==> src/rtl/divider_sequential.sv <==
// Iterative radix-2 restoring divider for DIV/DIVU: one quotient bit per clock,
// quotient to LO and remainder to HI, with Busy/Done handshake for the ALU stall.
module divider_sequential #(
  parameter int WIDTH = 32
) (
  input  logic             CLK,
  input  logic             Clear,
  input  logic             Start,
  input  logic             Signed,
  input  logic [WIDTH-1:0] A,
  input  logic [WIDTH-1:0] B,
  output logic             Busy,
  output logic             Done,
  output logic [WIDTH-1:0] Quotient,
  output logic [WIDTH-1:0] Remainder,
  output logic             DivZero
);

  typedef enum logic [1:0] {IDLE, PREP, ITER, FIX} state_t;

  localparam int CW = $clog2(WIDTH + 1);
  localparam logic [CW-1:0] CNT_INIT = CW'(WIDTH);
  localparam logic [CW-1:0] CNT_LAST = CW'(1);

  state_t           state_q;
  logic [WIDTH-1:0] a_q, b_q, r_q, q_q;
  logic             signed_q, negq_q, negr_q;
  logic [CW-1:0]    cnt_q;
  logic             busy_q, done_q, divzero_q;
  logic [WIDTH-1:0] quot_q, rem_q;

  logic             a_neg, b_neg, div_zero;
  logic [WIDTH-1:0] a_mag, b_mag, r_d, q_d, quot_fix, rem_fix;
  logic [WIDTH:0]   shifted, trial;

  always_comb begin
    a_neg    = signed_q & a_q[WIDTH-1];
    b_neg    = signed_q & b_q[WIDTH-1];
    a_mag    = a_neg ? -a_q : a_q;
    b_mag    = b_neg ? -b_q : b_q;
    div_zero = (b_q == '0);
    // Partial remainder stays below |B|, so the shifted value never loses its top bit on a failed trial.
    shifted  = {r_q, q_q[WIDTH-1]};
    trial    = shifted - {1'b0, b_mag};
    r_d      = trial[WIDTH] ? shifted[WIDTH-1:0] : trial[WIDTH-1:0];
    q_d      = {q_q[WIDTH-2:0], ~trial[WIDTH]};
    quot_fix = negq_q ? -q_q : q_q;
    rem_fix  = negr_q ? -r_q : r_q;
  end

  always_ff @(posedge CLK or negedge Clear) begin
    if (!Clear) begin
      state_q   <= IDLE;
      a_q       <= '0;
      b_q       <= '0;
      r_q       <= '0;
      q_q       <= '0;
      signed_q  <= 1'b0;
      negq_q    <= 1'b0;
      negr_q    <= 1'b0;
      cnt_q     <= '0;
      busy_q    <= 1'b0;
      done_q    <= 1'b0;
      divzero_q <= 1'b0;
      quot_q    <= '0;
      rem_q     <= '0;
    end else begin
      case (state_q)
        IDLE: begin
          done_q <= 1'b0;
          if (Start) begin
            a_q      <= A;
            b_q      <= B;
            signed_q <= Signed;
            busy_q   <= 1'b1;
            state_q  <= PREP;
          end
        end
        PREP: begin
          q_q     <= a_mag;
          r_q     <= '0;
          negq_q  <= a_neg ^ b_neg;
          negr_q  <= a_neg;
          cnt_q   <= CNT_INIT;
          state_q <= ITER;
        end
        ITER: begin
          r_q   <= r_d;
          q_q   <= q_d;
          cnt_q <= cnt_q - 1'b1;
          if (cnt_q == CNT_LAST) state_q <= FIX;
        end
        FIX: begin
          // Divide-by-zero reports the raw dividend and skips the sign correction.
          if (div_zero) begin
            quot_q    <= '1;
            rem_q     <= a_q;
            divzero_q <= 1'b1;
          end else begin
            quot_q    <= quot_fix;
            rem_q     <= rem_fix;
            divzero_q <= 1'b0;
          end
          done_q  <= 1'b1;
          busy_q  <= 1'b0;
          state_q <= IDLE;
        end
        default: state_q <= IDLE;
      endcase
    end
  end

  assign Busy      = busy_q;
  assign Done      = done_q;
  assign Quotient  = quot_q;
  assign Remainder = rem_q;
  assign DivZero   = divzero_q;

endmodule

==> config.mk <==
export PLATFORM = sky130hd
export DESIGN_NAME = divider_sequential
export DESIGN_NICKNAME = d
export VERILOG_FILES = /design/src/rtl/divider_sequential.sv
export SDC_FILE = /design/constraint.sdc
export NUM_CORES = 1
export LEC_CHECK = 0
export ABC_AREA = 1
export BUFFER_PORTS_ARGS = -buffer_cell sky130_fd_sc_hd__buf_2
export CAP_MARGIN = 20
export CORE_MARGIN = 2
export CORE_UTILIZATION = 40
export CTS_BUF_LIST = sky130_fd_sc_hd__clkbuf_16
export CTS_CLUSTER_SIZE = 16
export DETAILED_ROUTE_END_ITERATION = 16
export HOLD_SLACK_MARGIN = 0.06
export PLACE_DENSITY_LB_ADDON = 0.08
export SYNTH_ARGS = -nofsm -noshare
export SYNTH_HDL_FRONTEND = slang
export SYNTH_SLANG_ARGS = --single-unit
==> constraint.sdc <==
create_clock -name CLK -period 3.91 [get_ports CLK]
set_clock_uncertainty 0.05 [all_clocks]
set_input_delay 0.782 -clock CLK [delete_from_list [all_inputs] [get_ports CLK]]
set_output_delay 0.782 -clock CLK [all_outputs]
set_load 0.02 [all_outputs]
; ---- After elaboration in Yosys (flattened, before gate mapping)
; Cells that the tools add are included.
[totals]
ff_bits = 206
input_bits = 68
out_inout_bits = 67
elab_cells = 54
[op_classes]
addsub = 6
eq_ne = 6
mux = 17
bitwise_logic = 4
n_reduce_logical = 7
[ops]
columns = op, n
row1 = two-way mux 32 bit, 7
row2 = negation 32 bit, 4
row3 = one-hot mux 32 bit (2 select lines), 2
row4 = subtractor 33 x 32 -> 33 bit, 1
row5 = logical NOT 32 bit, 1
row6 = one-hot mux 6 bit (2 select lines), 1
row7 = one-hot mux 2 bit (4 select lines), 1
row8 = "equality test 6 x 1 -> 1 bit, second input constant", 1
row9 = AND reduction 2 bit, 3
row10 = "subtractor 6 x 1 -> 6 bit, second input constant", 1
row11 = "equality test 2 bit, second input constant", 2
row12 = two-way mux 2 bit, 2
row13 = "!= test 2 bit, second input constant", 2
row14 = one-hot mux 1 bit (2 select lines), 2
row15 = nonzero test 2 bit, 2
row16 = bitwise AND 1 bit, 2
row17 = "equality test 2 x 1 -> 1 bit, second input constant", 1
row18 = logical NOT 2 bit, 1
row19 = two-way mux 1 bit, 2
row20 = NOT 1 bit, 1
row21 = bitwise XOR 1 bit, 1

; ---- Logic depth before layout (Yosys ltp)
[depth]
ltp_word = 5
ltp_mapped = 26
depth_no_buf = 26

; ---- Worst setup path after synthesis
; OpenSTA, ideal clock, no wires.
[synth_path]
path_kind = register -> register
from = reg b_q[2]
to = reg r_q[10]
setup_ps = 118
t_arrival_ps = 2972
required_ps = 3742
setup_slack_ps = 770
stages_incl_launch_ff = 23
path_buffers = 2
period_less_slack_ps = 3140
path_cell_list = dfrtp_1 > nor2_1 > nand2_1 > nor3_1 > nand2_1 > o21ai_0 > o21ai_0 > xor2_1 > inv_1 > ha_1 > nand2_1 > nor2_1 > inv_1 > nor2_1 > nand2_1 > nand2_2 > nand2_2 > nand3_1 > buf_4 > buf_4 > nand3_1 > nand3_1 > nand2_1
[synth_between]
elab_chain_len = 5
[synth_rtl]
columns = element, line_no
row1 = "start, declared", 26  ; logic [WIDTH-1:0] a_q, b_q, r_q, q_q;
row2 = "start signal, assigned", 55  ; b_q <= '0;
row3 = "start signal, assigned", 73  ; b_q <= B;
row4 = negation 32 bit, 40  ; b_mag = b_neg ? -b_q : b_q;
row5 = two-way mux 32 bit (*), 40
row6 = subtractor 33 x 32 -> 33 bit (*), 44  ; trial = shifted - {1'b0, b_mag};
row7 = two-way mux 32 bit (*), 45  ; r_d = trial[WIDTH] ? shifted[WIDTH-1:0] : trial[WIDTH-1:0];
row8 = one-hot mux 32 bit (2 select lines) (*), 68  ; case (state_q)
row9 = "end signal, assigned", 88  ; r_q <= r_d;
row10 = "end, declared", 26
; Every way passes the cells marked *; elsewhere a longest branch is shown, timed or not.
; A chain may end at the register's enable or synchronous reset.

; ---- Worst setup path in the final report
[layout_path]
from = reg b_q[0]
to = reg r_q[27]
; The elaborated chain is that of the path after synthesis.

==> results.json <==
{
  "required_ps": 4300,
  "ant_nets": 0,
  "insertion_delay_ps": 550,
  "tightest_slew_ps": 933,
  "period_needed_ps": 3630,
  "worstHoldPathType": "in2async",
  "worstSetupPathType": "reg2reg",
  "sw_frac_of_total_pct": 54.6,
  "seq_area_frac_synth_pct": 35.9,
  "yosys_warnings": 0,
  "vias": 13792,
  "synth_cells": 2138,
  "cts-root-buf": "clkbuf_16",
  "ctsHoldBuffers": 0,
  "layout.nets": 2366,
  "die_h_um": 194,
  "synth.top_cells.by_count": "nand2_1 (723), inv_1 (289), dfrtp_1 (206), nand3_1 (184), nor2_1 (182)",
  "cts.path.max_buffers": 3,
  "critical_path.max_stage_delay_ps": 400,
  "path_depth": 20,
  "dp_hpwl_mm": 38.4,
  "syn_nets": 2249,
  "powerDensity_mw_per_mm2": 1080,
  "crit_path_end_kind": "register",
  "grt_pass1_vias": 13466,
  "hold_viol_final": 0,
  "r2r_setup_slack_ps": 280,
  "r2r-start": "b_q[0]$_DFFE_PN0P_",
  "wl_per_cell_um": 17.9,
  "critPathBufInv": 3,
  "viasPerCell": 5.04,
  "power_uw": 17700,
  "grt_pass1_wl_mm": 77.3,
  "crit_chain": "inv_1 > ha_1 > inv_1 > nor3_2 > nand2_2 > nor2_4 > nand3_1 > o31ai_1 > xor2_1 > ha_1 > nand2_1 > nor2_1 > nand2_1 > nor2_1 > nand2_2 > nand3_1 > buf_8 > nand3_1 > nand3_1 > nand2_1",
  "antenna_found_initial": 0,
  "grt_overflow": 0,
  "clk_pin_slew_ps": 70,
  "power_frac_seq_pct": 23.3,
  "ys_ff_latch": 206,
  "power.share.clock_pct": 13.3,
  "clock-sinks": 206,
  "syn2layout_area_growth_pct": 14.0,
  "std_cell_rows": 69,
  "async_flop_share_pct": 100,
  "startpoint_type": "register",
  "place_congestion": 0.949,
  "switching_power_uw": 9650,
  "setup-violations-final": 0,
  "clock.fmax_ghz": 0.275,
  "highest_layer": "met4",
  "synth.avg_cell_area_um2": 6.73,
  "slew_headroom_pct": 37.7,
  "status": "finished clean",
  "endpoint": "r_q[27]$_DFFE_PN0P_",
  "p_int_uw": 8030,
  "drive_above_1_share_pct": 10.2,
  "leakage_uw": 0.00885,
  "wirelength_met1_mm": 22.4,
  "cts_tree": "built",
  "cts.htree.levels": 1,
  "drcViolationCount": 0,
  "wl_mm": 49.0,
  "numCtsBuffers": 26,
  "io_pins": 135,
  "worst-path-max-fanout": 28,
  "grt_max_degree": 95,
  "combPwrFrac_pct": 63.4,
  "cpMostUsedCell": "nand3_1",
  "track_usage_pct": 26.1,
  "slowest_stage": "xor2_1",
  "finalMaxSlewViolations": 0,
  "first_pass_iters": 5,
  "critPathTopFamily": "simple AND/OR/NAND/NOR gates",
  "diodes": 0,
  "yosysTopAreaCellShare_pct": 35.9,
  "yosysMostFrequentCell": "nand2_1",
  "worst_ir_drop_vdd_mv": 0.418,
  "die_w_um": 194,
  "yosysTopAreaCell": "dfrtp_1",
  "synth_edf_count": 0,
  "maxCapViolCount": 0,
  "r2r_cells": 20,
  "finalCritPeriodShare_pct": 92.8,
  "synth.distinct_cells": 39,
  "dieArea_mm2": 0.0375,
  "whs_ps": 212,
  "routed-wl-met3_mm": 2.19,
  "syn-cell-area_mm2": 0.0144,
  "core_mm2": 0.0355,
  "io_buffer_count": 134,
  "drt_iter0_drc": 1145,
  "met2_length_mm": 22.7,
  "synth_area_leaders": "dfrtp_1 (36%), nand2_1 (19%), inv_1 (7.5%)",
  "critPathArrivalTime_ps": 4020,
  "startpoint": "b_q[0]$_DFFE_PN0P_",
  "initial_utilization_pct": 40.5,
  "synth_ff_type": "dfrtp_1",
  "r2r-end": "r_q[27]$_DFFE_PN0P_"
}
## power by group through the flow
| stage | registers (uW) | logic [uW] | clock network (uW) |
|---|---|---|---|
| after floorplan | 4100 | 7690 | 0 |
| after global placement | 4110 | 11100 | 0 |
| after detailed placement | 4130 | 11100 | 0 |
| after CTS | 4100 | 11200 | 2400 |
| after global routing | 4230 | 12600 | 2490 |
| final | 4120 | 11200 | 2350 |
## layer usage
metal | track usage, % | vias up
li1 | - | 6977
met1 | 36.0 | 6420
met2 | 43.0 | 329
met3 | 2.86 | 66
met4 | 8.31 | 0
met5 | 0 | -
## kinds of logic (layout without fill, tap and decap cells)
logic type               after synthesis  count (layout)  synth area share (%)
adder cells (fa/ha/maj)               43              43                  3.79
XOR/XNOR                             112             112                  6.82
buffers and inverters                362             499                  10.0
AO/OA/AOI/OAI                        252             252                  10.3
AND/OR/NAND/NOR                     1163            1163                  33.3
flip-flops                           206             206                  35.9
## worst register-to-register path, delay by kind of cell, from the launching register on
family                   cells  cell delay (ps)
flip-flops                   1              380
buffers and inverters        3              390
AND/OR/NAND/NOR             13             1600
AO/OA/AOI/OAI                1              270
XOR/XNOR                     1              400
adder cells (fa/ha/maj)      2              440
## sequential cells by signal (all words and copies together) (netlist names)
| name | count |
|---|---|
| cnt_q | 6 |
| q_q | 32 |
| Quotient | 32 |
| DivZero | 1 |
| negr_q | 1 |
| negq_q | 1 |
| Busy | 1 |
| Done | 1 |
| signed_q | 1 |
| state_q | 2 |
| Remainder | 32 |
| b_q | 32 |
| r_q | 32 |
| a_q | 32 |
## stage by stage
| step | TNS [ps] | utilization (%) | cell area (um^2) | worst slack, ps | instances |
|---|---|---|---|---|---|
| 6_report | 0 | 46.2 | 16400 | 280 | 2736 |
| 5_1_grt | -7.62 | 46.2 | 16400 | -5.81 | 2736 |
| 4_1_cts | 0 | 46.1 | 16400 | 204 | 2735 |
| 3_5_place_dp | 0 | 43.8 | 15500 | 199 | 2687 |
| 3_3_place_gp | 0 | 43.8 | 15500 | 246 | 2687 |
| 2_1_floorplan | 0 | - | 14400 | 770 | 2138 |
## layout make-up
cell class                      instances  area, um^2
Clock buffer                           26         651
Fill cell                            3744       19100
Sequential cell                       206        5150
Clock inverter                         22         178
Tap cell                              461         577
Multi-Input combinational cell       1570        7800
Inverter                              292        1100
Timing Repair Buffer                  159         926
## worst min-delay path by stage
stage,start,end,cells past startpoint
floorplan,cnt_q[3]$_DFFE_PN0P_,cnt_q[3]$_DFFE_PN0P_,1
global placement,Done$_DFFE_PN0P_,Done$_DFFE_PN0P_,2
detailed placement,q_q[8]$_DFFE_PN0P_,q_q[8]$_DFFE_PN0P_,2
CTS,Clear,DivZero$_DFFE_PN0P_,1
global route,Clear,DivZero$_DFFE_PN0P_,1
finish,Clear,DivZero$_DFFE_PN0P_,1
## what timing repair did
item | in CTS | in global routing
endpoints found under the setup margin | 0 | 31
endpoints found under the hold margin | 0 | 0
gates resized for setup | 0 | 7
setup buffers | 0 | 1
## cells in the final DEF, fill, tap and decap left out, types with 3 or more instances in the layout
| master | count |
|---|---|
| o221ai_1 | 16 |
| nand4_1 | 18 |
| and2_1 | 6 |
| nand3_1 | 184 |
| buf_2 | 133 |
| o21ai_0 | 105 |
| a21oi_2 | 10 |
| buf_4 | 20 |
| nor2_1 | 181 |
| clkinv_1 | 6 |
| a21oi_1 | 64 |
| o21bai_1 | 24 |
| clkinv_2 | 4 |
| o211ai_1 | 3 |
| xor2_1 | 92 |
| ha_1 | 42 |
| nor4_1 | 3 |
| inv_1 | 293 |
| or2_2 | 5 |
| o31ai_1 | 9 |
| clkinvlp_4 | 3 |
| clkbuf_16 | 26 |
| buf_12 | 4 |
| and3_1 | 3 |
| o22ai_1 | 16 |
| xnor2_1 | 19 |
| dfrtp_1 | 206 |
| nand3b_1 | 3 |
| nand2_2 | 6 |
| nor3_1 | 24 |
| nand2_1 | 723 |
No activity file was read; power rests on OpenSTA's default activity.
